==> config.mk <==
export PLATFORM = sky130hd
export DESIGN_NAME = hamming_byte_assembler
export DESIGN_NICKNAME = d
export VERILOG_FILES = /design/src/rtl/hamming_byte_assembler_pkg.sv /design/src/rtl/hamming_byte_assembler_decode.sv /design/src/rtl/hamming_byte_assembler.sv
export SDC_FILE = /design/constraint.sdc
export NUM_CORES = 1
export LEC_CHECK = 0
export CAP_MARGIN = 20
export CORE_ASPECT_RATIO = 1.5
export CORE_MARGIN = 8
export CORE_UTILIZATION = 54
export CTS_CLUSTER_SIZE = 20
export DETAILED_ROUTE_END_ITERATION = 12
export GPL_TIMING_DRIVEN = 0
export PLACE_DENSITY = 0.73
export SLEW_MARGIN = 15
export SYNTH_ARGS = -nofsm -noshare
export SYNTH_HDL_FRONTEND = slang
export SYNTH_SLANG_ARGS = --single-unit
==> constraint.sdc <==
create_clock -name clk -period 2.28 [get_ports clk]
set_input_delay 0.456 -clock clk [delete_from_list [all_inputs] [get_ports clk]]
set_output_delay 0.456 -clock clk [all_outputs]
set_load 0.02 [all_outputs]
==> src/rtl/hamming_byte_assembler_pkg.sv <==
package hamming_byte_assembler_pkg;

  // Hamming(7,4) codeword bit positions (position k held in cw[k-1]).
  localparam int unsigned P1_IDX = 0;
  localparam int unsigned P2_IDX = 1;
  localparam int unsigned D1_IDX = 2;
  localparam int unsigned P4_IDX = 3;
  localparam int unsigned D2_IDX = 4;
  localparam int unsigned D3_IDX = 5;
  localparam int unsigned D4_IDX = 6;

  typedef enum logic {
    PAIR_LOW  = 1'b0,
    PAIR_HIGH = 1'b1
  } pair_state_e;

  // Returns {s4,s2,s1}; nonzero value is the 1-based position of a single-bit error.
  function automatic logic [2:0] hamming_syndrome(input logic [6:0] cw);
    logic s1, s2, s4;
    s1 = cw[P1_IDX] ^ cw[D1_IDX] ^ cw[D2_IDX] ^ cw[D4_IDX];
    s2 = cw[P2_IDX] ^ cw[D1_IDX] ^ cw[D3_IDX] ^ cw[D4_IDX];
    s4 = cw[P4_IDX] ^ cw[D2_IDX] ^ cw[D3_IDX] ^ cw[D4_IDX];
    return {s4, s2, s1};
  endfunction

endpackage

==> src/rtl/hamming_byte_assembler_decode.sv <==
module hamming74_decode
  import hamming_byte_assembler_pkg::*;
(
  input  logic [6:0] cw_i,
  output logic [3:0] nibble_o,
  output logic       corrected_o,
  output logic [2:0] syndrome_o
);

  logic [6:0] flip;
  logic [6:0] fixed;

  always_comb begin
    syndrome_o = hamming_syndrome(cw_i);
    flip       = '0;
    for (int unsigned k = 0; k < 7; k++) begin
      flip[k] = (syndrome_o == 3'(k + 1));
    end
    fixed       = cw_i ^ flip;
    corrected_o = |syndrome_o;
    nibble_o    = {fixed[D4_IDX], fixed[D3_IDX], fixed[D2_IDX], fixed[D1_IDX]};
  end

endmodule

==> src/rtl/hamming_byte_assembler.sv <==
module hamming_byte_assembler
  import hamming_byte_assembler_pkg::*;
#(
  parameter int unsigned DEPTH          = 4,
  parameter int unsigned TIMEOUT_CYCLES = 1024,
  parameter int unsigned CNT_W          = 8
) (
  input  logic             clk,
  input  logic             rst_n,
  input  logic             ena,
  input  logic [6:0]       cw_in,
  input  logic             cw_valid,
  output logic [7:0]       byte_out,
  output logic             byte_valid,
  input  logic             byte_ready,
  output logic             pending,
  output logic [CNT_W-1:0] corr_count,
  output logic [CNT_W-1:0] drop_count,
  output logic             overflow,
  output logic             timeout_flag,
  input  logic             clear_stats
);

  localparam int unsigned AW = $clog2(DEPTH);
  localparam int unsigned CW = AW + 1;
  localparam int unsigned TW = $clog2(TIMEOUT_CYCLES) + 1;

  logic [3:0] dec_nibble;
  logic       dec_corrected;
  logic [2:0] dec_syndrome;

  hamming74_decode u_decode (
    .cw_i        (cw_in),
    .nibble_o    (dec_nibble),
    .corrected_o (dec_corrected),
    .syndrome_o  (dec_syndrome)
  );

  logic accept;
  assign accept = cw_valid && ena;

  // Pairing FSM
  pair_state_e state_q, state_d;
  logic [3:0]  low_q, low_d;
  logic [TW-1:0] tcnt_q, tcnt_d;
  logic        push;
  logic [7:0]  push_byte;
  logic        timeout_ev;

  always_comb begin
    state_d    = state_q;
    low_d      = low_q;
    tcnt_d     = tcnt_q;
    push       = 1'b0;
    push_byte  = {dec_nibble, low_q};
    timeout_ev = 1'b0;
    case (state_q)
      PAIR_LOW: begin
        if (accept) begin
          low_d   = dec_nibble;
          tcnt_d  = '0;
          state_d = PAIR_HIGH;
        end
      end
      PAIR_HIGH: begin
        // An accept on the expiry cycle takes priority over the timeout.
        if (accept) begin
          push    = 1'b1;
          tcnt_d  = '0;
          state_d = PAIR_LOW;
        end else if (ena) begin
          if (tcnt_q == TW'(TIMEOUT_CYCLES - 1)) begin
            timeout_ev = 1'b1;
            tcnt_d     = '0;
            state_d    = PAIR_LOW;
          end else begin
            tcnt_d = tcnt_q + TW'(1);
          end
        end
      end
      default: state_d = PAIR_LOW;
    endcase
  end

  // Show-ahead FIFO
  logic [7:0]    mem_q [DEPTH];
  logic [AW-1:0] wr_ptr_q, wr_ptr_d;
  logic [AW-1:0] rd_ptr_q, rd_ptr_d;
  logic [CW-1:0] count_q, count_d;
  logic          pop;
  logic          push_ok;
  logic          overflow_ev;

  always_comb begin
    pop         = (count_q != '0) && byte_ready;
    push_ok     = push && ((count_q < CW'(DEPTH)) || pop);
    overflow_ev = push && !push_ok;
    wr_ptr_d    = push_ok ? wr_ptr_q + AW'(1) : wr_ptr_q;
    rd_ptr_d    = pop ? rd_ptr_q + AW'(1) : rd_ptr_q;
    count_d     = count_q;
    if (push_ok && !pop) begin
      count_d = count_q + CW'(1);
    end else if (pop && !push_ok) begin
      count_d = count_q - CW'(1);
    end
  end

  always_ff @(posedge clk) begin
    if (push_ok) begin
      mem_q[wr_ptr_q] <= push_byte;
    end
  end

  // Statistics
  logic [CNT_W-1:0] corr_q, corr_d;
  logic [CNT_W-1:0] drop_q, drop_d;
  logic             overflow_q, overflow_d;
  logic             timeout_q, timeout_d;

  always_comb begin
    corr_d     = corr_q;
    drop_d     = drop_q;
    overflow_d = overflow_q | overflow_ev;
    timeout_d  = timeout_q | timeout_ev;
    if (accept && dec_corrected && (corr_q != '1)) begin
      corr_d = corr_q + CNT_W'(1);
    end
    // overflow_ev and timeout_ev are mutually exclusive: push needs an accept, timeout needs none.
    if ((overflow_ev || timeout_ev) && (drop_q != '1)) begin
      drop_d = drop_q + CNT_W'(1);
    end
    if (clear_stats) begin
      corr_d     = '0;
      drop_d     = '0;
      overflow_d = 1'b0;
      timeout_d  = 1'b0;
    end
  end

  always_ff @(posedge clk or negedge rst_n) begin
    if (!rst_n) begin
      state_q    <= PAIR_LOW;
      low_q      <= '0;
      tcnt_q     <= '0;
      wr_ptr_q   <= '0;
      rd_ptr_q   <= '0;
      count_q    <= '0;
      corr_q     <= '0;
      drop_q     <= '0;
      overflow_q <= 1'b0;
      timeout_q  <= 1'b0;
    end else begin
      if (ena) begin
        state_q <= state_d;
        low_q   <= low_d;
        tcnt_q  <= tcnt_d;
      end
      wr_ptr_q   <= wr_ptr_d;
      rd_ptr_q   <= rd_ptr_d;
      count_q    <= count_d;
      corr_q     <= corr_d;
      drop_q     <= drop_d;
      overflow_q <= overflow_d;
      timeout_q  <= timeout_d;
    end
  end

  assign byte_valid   = (count_q != '0);
  assign byte_out     = byte_valid ? mem_q[rd_ptr_q] : '0;
  assign pending      = (state_q == PAIR_HIGH);
  assign corr_count   = corr_q;
  assign drop_count   = drop_q;
  assign overflow     = overflow_q;
  assign timeout_flag = timeout_q;

endmodule
==> PnR_summary.wiki <==
{| class="wikitable"
! Metric !! Value
|-
| Area of the placeable core || 7230 um^2
|-
| Commonest cells in the netlist || sky130_fd_sc_hd__nor2_1 (45), sky130_fd_sc_hd__dfrtp_1 (41), sky130_fd_sc_hd__edfxtp_1 (32), sky130_fd_sc_hd__nand2_1 (19), sky130_fd_sc_hd__xnor2_1 (17)
|-
| Placed instance area || 4540 um^2
|-
| Final Hold Slack || 0.0481 ns
|-
| Horizontal die dimension || 86.4 um
|-
| DR DRC count || 0
|-
| Leading cell type by number of instances after synthesis || sky130_fd_sc_hd__nor2_1
|-
| Average routed wire per standard cell || 16.4 um
|-
| Number of sinks on the clock net || 73
|-
| Syn nets || 370
|-
| Worst-path maximum fanout || 7
|-
| Total track usage || 0.162
|-
| Clock latency of the later-clocked register in the worst-skew pair || 0.34 ns
|-
| Cell area after synthesis || 4020 um^2
|-
| Result of the run || finished clean
|-
| Initial Util || 0.556
|-
| Mapped Avg Cell Area || 11.5 um^2
|-
| Maximum VDD drop || 0.514 mV
|-
| Floorplan die area || 10,500 um^2
|-
| Vias per Instance || 5.75
|-
| Synthesized netlist cell count || 348
|-
| Critical register-to-register path startpoint || tcnt_q[0]$_DFFE_PN0P_
|-
| MaxCap Viol Count || 0
|-
| Actual transition at the worst max-transition pin || 0.549 ns
|-
| CP required || 2.49 ns
|-
| Type of the worst setup path || reg -> reg
|-
| Number of buffers inserted during clock tree synthesis || 9
|-
| Leakage dissipation || 1.89 nW
|-
| Via count of the first global-routing pass || 2,860
|-
| Post-DP HPWL || 5840 um
|-
| Post-detailed-routing wire length || 8300 um
|-
| H-tree lvl count || 3
|-
| Clock tree from TritonCTS || built
|-
| I/O pin total || 41
|-
| Post-route ant nets || 0
|-
| Number of detailed-routing iterations run before antenna repair || 4
|-
| Crit path time final || 2.22 ns
|-
| Number of antenna violations at the first check in global routing || 0
|-
| Fill cell total of the finished layout || 590
|-
| First-iteration detailed-routing DRC count || 160
|-
| Die span in y || 122 um
|-
| Yosys Warn Count || 0
|-
| Share of synthesized area occupied by flip-flops and latches || 0.495
|-
| Origin of the worst setup path || tcnt_q[0]$_DFFE_PN0P_
|-
| Number of distinct library cell variants in the gate-level netlist after synthesis || 67
|-
| Worst slew margin relative to its limit || 0.634
|-
| Worst setup EP type || register
|-
| Overall Power || 4.05 mW
|-
| Cell-by-cell trace of the critical path || ha_1 -> nand3_1 -> nor4_4 -> a21oi_1 -> nor4_1 -> xnor2_1 -> nor2_1
|-
| Worst endpoint data arrival time || 2.43 ns
|-
| Flip-flop and latch count after synthesis || 73
|-
| Kind of path behind the tightest hold check || in -> async
|-
| Core occupancy in the finished layout || 0.674
|-
| Wire length of the first global-routing pass || 13,400 um
|-
| Portion of the clock cycle consumed by the worst path in the final layout || 0.972
|-
| Share of layout cells above drive strength 1 || 0.222
|-
| Share of the synthesized area in the top cell type || 0.255
|-
| Prevailing post-synth register cell || sky130_fd_sc_hd__dfrtp_1
|-
| Longest individual stage delay on the worst path || 0.42 ns
|-
| Slowest library cell on the worst path || sky130_fd_sc_hd__nor4_4
|-
| Post-synth EDFFs || 32
|-
| Max Clk Rate || 451 MHz
|-
| Clock Path Buffers || 2
|-
| Sum of buffers and inverters on the critical path || 0
|-
| Maximum number of pins on one net before global-route repair || 25
|-
| Synth area leader || sky130_fd_sc_hd__dfrtp_1
|-
| Total number of nets in the final design || 423
|-
| Final setup violation count || 0
|-
| Endpoints failing hold || 0
|-
| Area Overhead vs Synth || 21.3%
|-
| Startpoint type of the worst setup path || register
|-
| Buffers on Ports || 38
|-
| Cells taking the most area after synthesis || sky130_fd_sc_hd__dfrtp_1 (26%), sky130_fd_sc_hd__edfxtp_1 (24%), sky130_fd_sc_hd__mux4_2 (7.3%)
|-
| Weighted congestion reported at the end of routability-driven placement || 0.873
|-
| Summed negative setup slack over all endpoints || 0 ns
|-
| Total congestion overflow after global routing || 0
|-
| Category of cells accounting for the largest share of critical-path delay || simple AND/OR/NAND/NOR gates
|-
| Post-route cell area || 4870 um^2
|-
| Clock-pin transition on the worst setup and hold timing paths || 0.08 ns
|-
| Row cnt || 38
|-
| Power density over the cells || 832 nW/um^2
|-
| Worst clock skew || 0.00597 ns
|-
| Number of vias in the routed layout || 2,909
|-
| Fraction of registers with async set/reset || 0.562
|-
| Max-slew violations || 0
|-
| Root buf cell || sky130_fd_sc_hd__clkbuf_8
|-
| Diodes inserted || 0
|}
## logic make-up (layout without fill, tap and decap cells)
group,after synthesis,after routing,synth area share
buffers and inverters,27,85,0.0411
DFF,73,73,0.495
AOI/OAI and AO/OA,63,63,0.106
muxes,25,25,0.111
xor gates and xnor gates,23,23,0.0501
and+or+nand+nor,128,128,0.168
adders and majority gates,9,9,0.0299
## placed cells by master (no fill, tap or decap), types with 3 or more instances in the layout
master,Yosys,layout
sky130_fd_sc_hd__nor2_1,45,44
sky130_fd_sc_hd__dfrtp_1,41,40
sky130_fd_sc_hd__edfxtp_1,32,32
sky130_fd_sc_hd__clkdlybuf4s50_1,0,23
sky130_fd_sc_hd__nand2_1,19,19
sky130_fd_sc_hd__xnor2_1,17,17
sky130_fd_sc_hd__mux4_2,13,13
sky130_fd_sc_hd__and2_1,12,12
sky130_fd_sc_hd__a21oi_1,13,12
sky130_fd_sc_hd__nand3_1,11,11
sky130_fd_sc_hd__o22ai_1,10,10
sky130_fd_sc_hd__inv_1,10,10
sky130_fd_sc_hd__o21ai_0,11,10
sky130_fd_sc_hd__clkbuf_8,0,10
sky130_fd_sc_hd__ha_1,8,8
sky130_fd_sc_hd__clkbuf_2,0,7
sky130_fd_sc_hd__xor2_1,6,6
sky130_fd_sc_hd__buf_2,2,5
sky130_fd_sc_hd__o21ai_1,7,5
sky130_fd_sc_hd__nor3_1,5,5
sky130_fd_sc_hd__mux2_4,5,5
sky130_fd_sc_hd__buf_6,4,4
sky130_fd_sc_hd__nor2b_1,4,4
sky130_fd_sc_hd__buf_4,1,4
sky130_fd_sc_hd__mux2_2,4,4
sky130_fd_sc_hd__nor4_1,4,4
sky130_fd_sc_hd__o21ai_2,0,3
sky130_fd_sc_hd__clkbuf_4,2,3
sky130_fd_sc_hd__and3_1,3,3
sky130_fd_sc_hd__a211oi_2,3,3
sky130_fd_sc_hd__bufinv_16,0,3
sky130_fd_sc_hd__dlygate4sd2_1,0,3
## where the power goes
part | switching [mW] | total (mW) | internal [mW] | leakage [nW]
logic | 0.559 | 1.13 | 0.575 | 0.942
clock network | 0.464 | 1.21 | 0.749 | 0.118
registers | 0.157 | 1.71 | 1.55 | 0.832
total | 1.18 | 4.05 | 2.87 | 1.89
## state kept, by name, indices dropped and copies added, names as in the netlist
| register | cells |
|---|---|
| drop_count | 8 |
| wr_ptr_q | 2 |
| timeout_flag | 1 |
| pending | 1 |
| corr_count | 8 |
| mem_q | 32 |
| tcnt_q | 11 |
| low_q | 4 |
| count_q | 3 |
| rd_ptr_q | 2 |
| overflow | 1 |
## final timing paths
path                       slack [ns]                        end  depth (start not counted)
min in group clk                 0.48      tcnt_q[0]$_DFFE_PN0P_                          2
hold / removal                   0.05  drop_count[3]$_DFFE_PN0P_                          1
setup reg to reg                 0.06  drop_count[5]$_DFFE_PN0P_                          7
hold reg to reg                  0.50     timeout_flag$_DFF_PN0_                          2
max in group asynchronous        1.74       low_q[0]$_DFFE_PN0P_                          2
setup / recovery                 0.06  drop_count[5]$_DFFE_PN0P_                          7
## final cells by class
type | count | area, um^2 | area share
plain buffers | 13 | 111 | 0.0228
clock inverters | 6 | 105 | 0.0216
well taps | 100 | 125 | 0.0257
repair buffers | 44 | 419 | 0.0860
clock buffers | 10 | 138 | 0.0282
multi-input cells | 248 | 1940 | 0.397
inverters | 12 | 50.0 | 0.0103
flip-flops and latches | 73 | 1990 | 0.408
## per-stage QoR
| step | std cells | setup WS (ns) |
|---|---|---|
| 6_report | 506 | 0.0647 |
| 2_1_floorplan | 348 | 0.145 |
| 5_1_grt | 506 | -0.0403 |
| 3_5_place_dp | 487 | -0.669 |
| 3_3_place_gp | 486 | -0.613 |
| 4_1_cts | 505 | 0.0124 |
## routing by layer
metal | vias to the layer above | routed length, um | GRT usage
met5 | - | 0 | 0
met4 | 0 | 159 | 0.0693
met3 | 14 | 195 | 0.0351
met2 | 67 | 4520 | 0.291
met1 | 1460 | 3420 | 0.178
li1 | 1368 | - | -
## worst reg2reg max path: cells and delay by family (launching register included)
family / cells / cell delay [ns]
and+or+nand+nor: 4 / 1.09
DFF: 1 / 0.40
AOI/OAI and AO/OA: 1 / 0.26
adders and majority gates: 1 / 0.18
xor gates and xnor gates: 1 / 0.16
## timing repair
action,in CTS,in global routing
gates resized for setup,36,15
endpoints found under the setup margin,34,13
setup buffers,3,0
endpoints found under the hold margin,0,0
pin swaps,1,0
cloned,1,1
hold buffers,0,0
No activity file was read; power rests on OpenSTA's default activity.
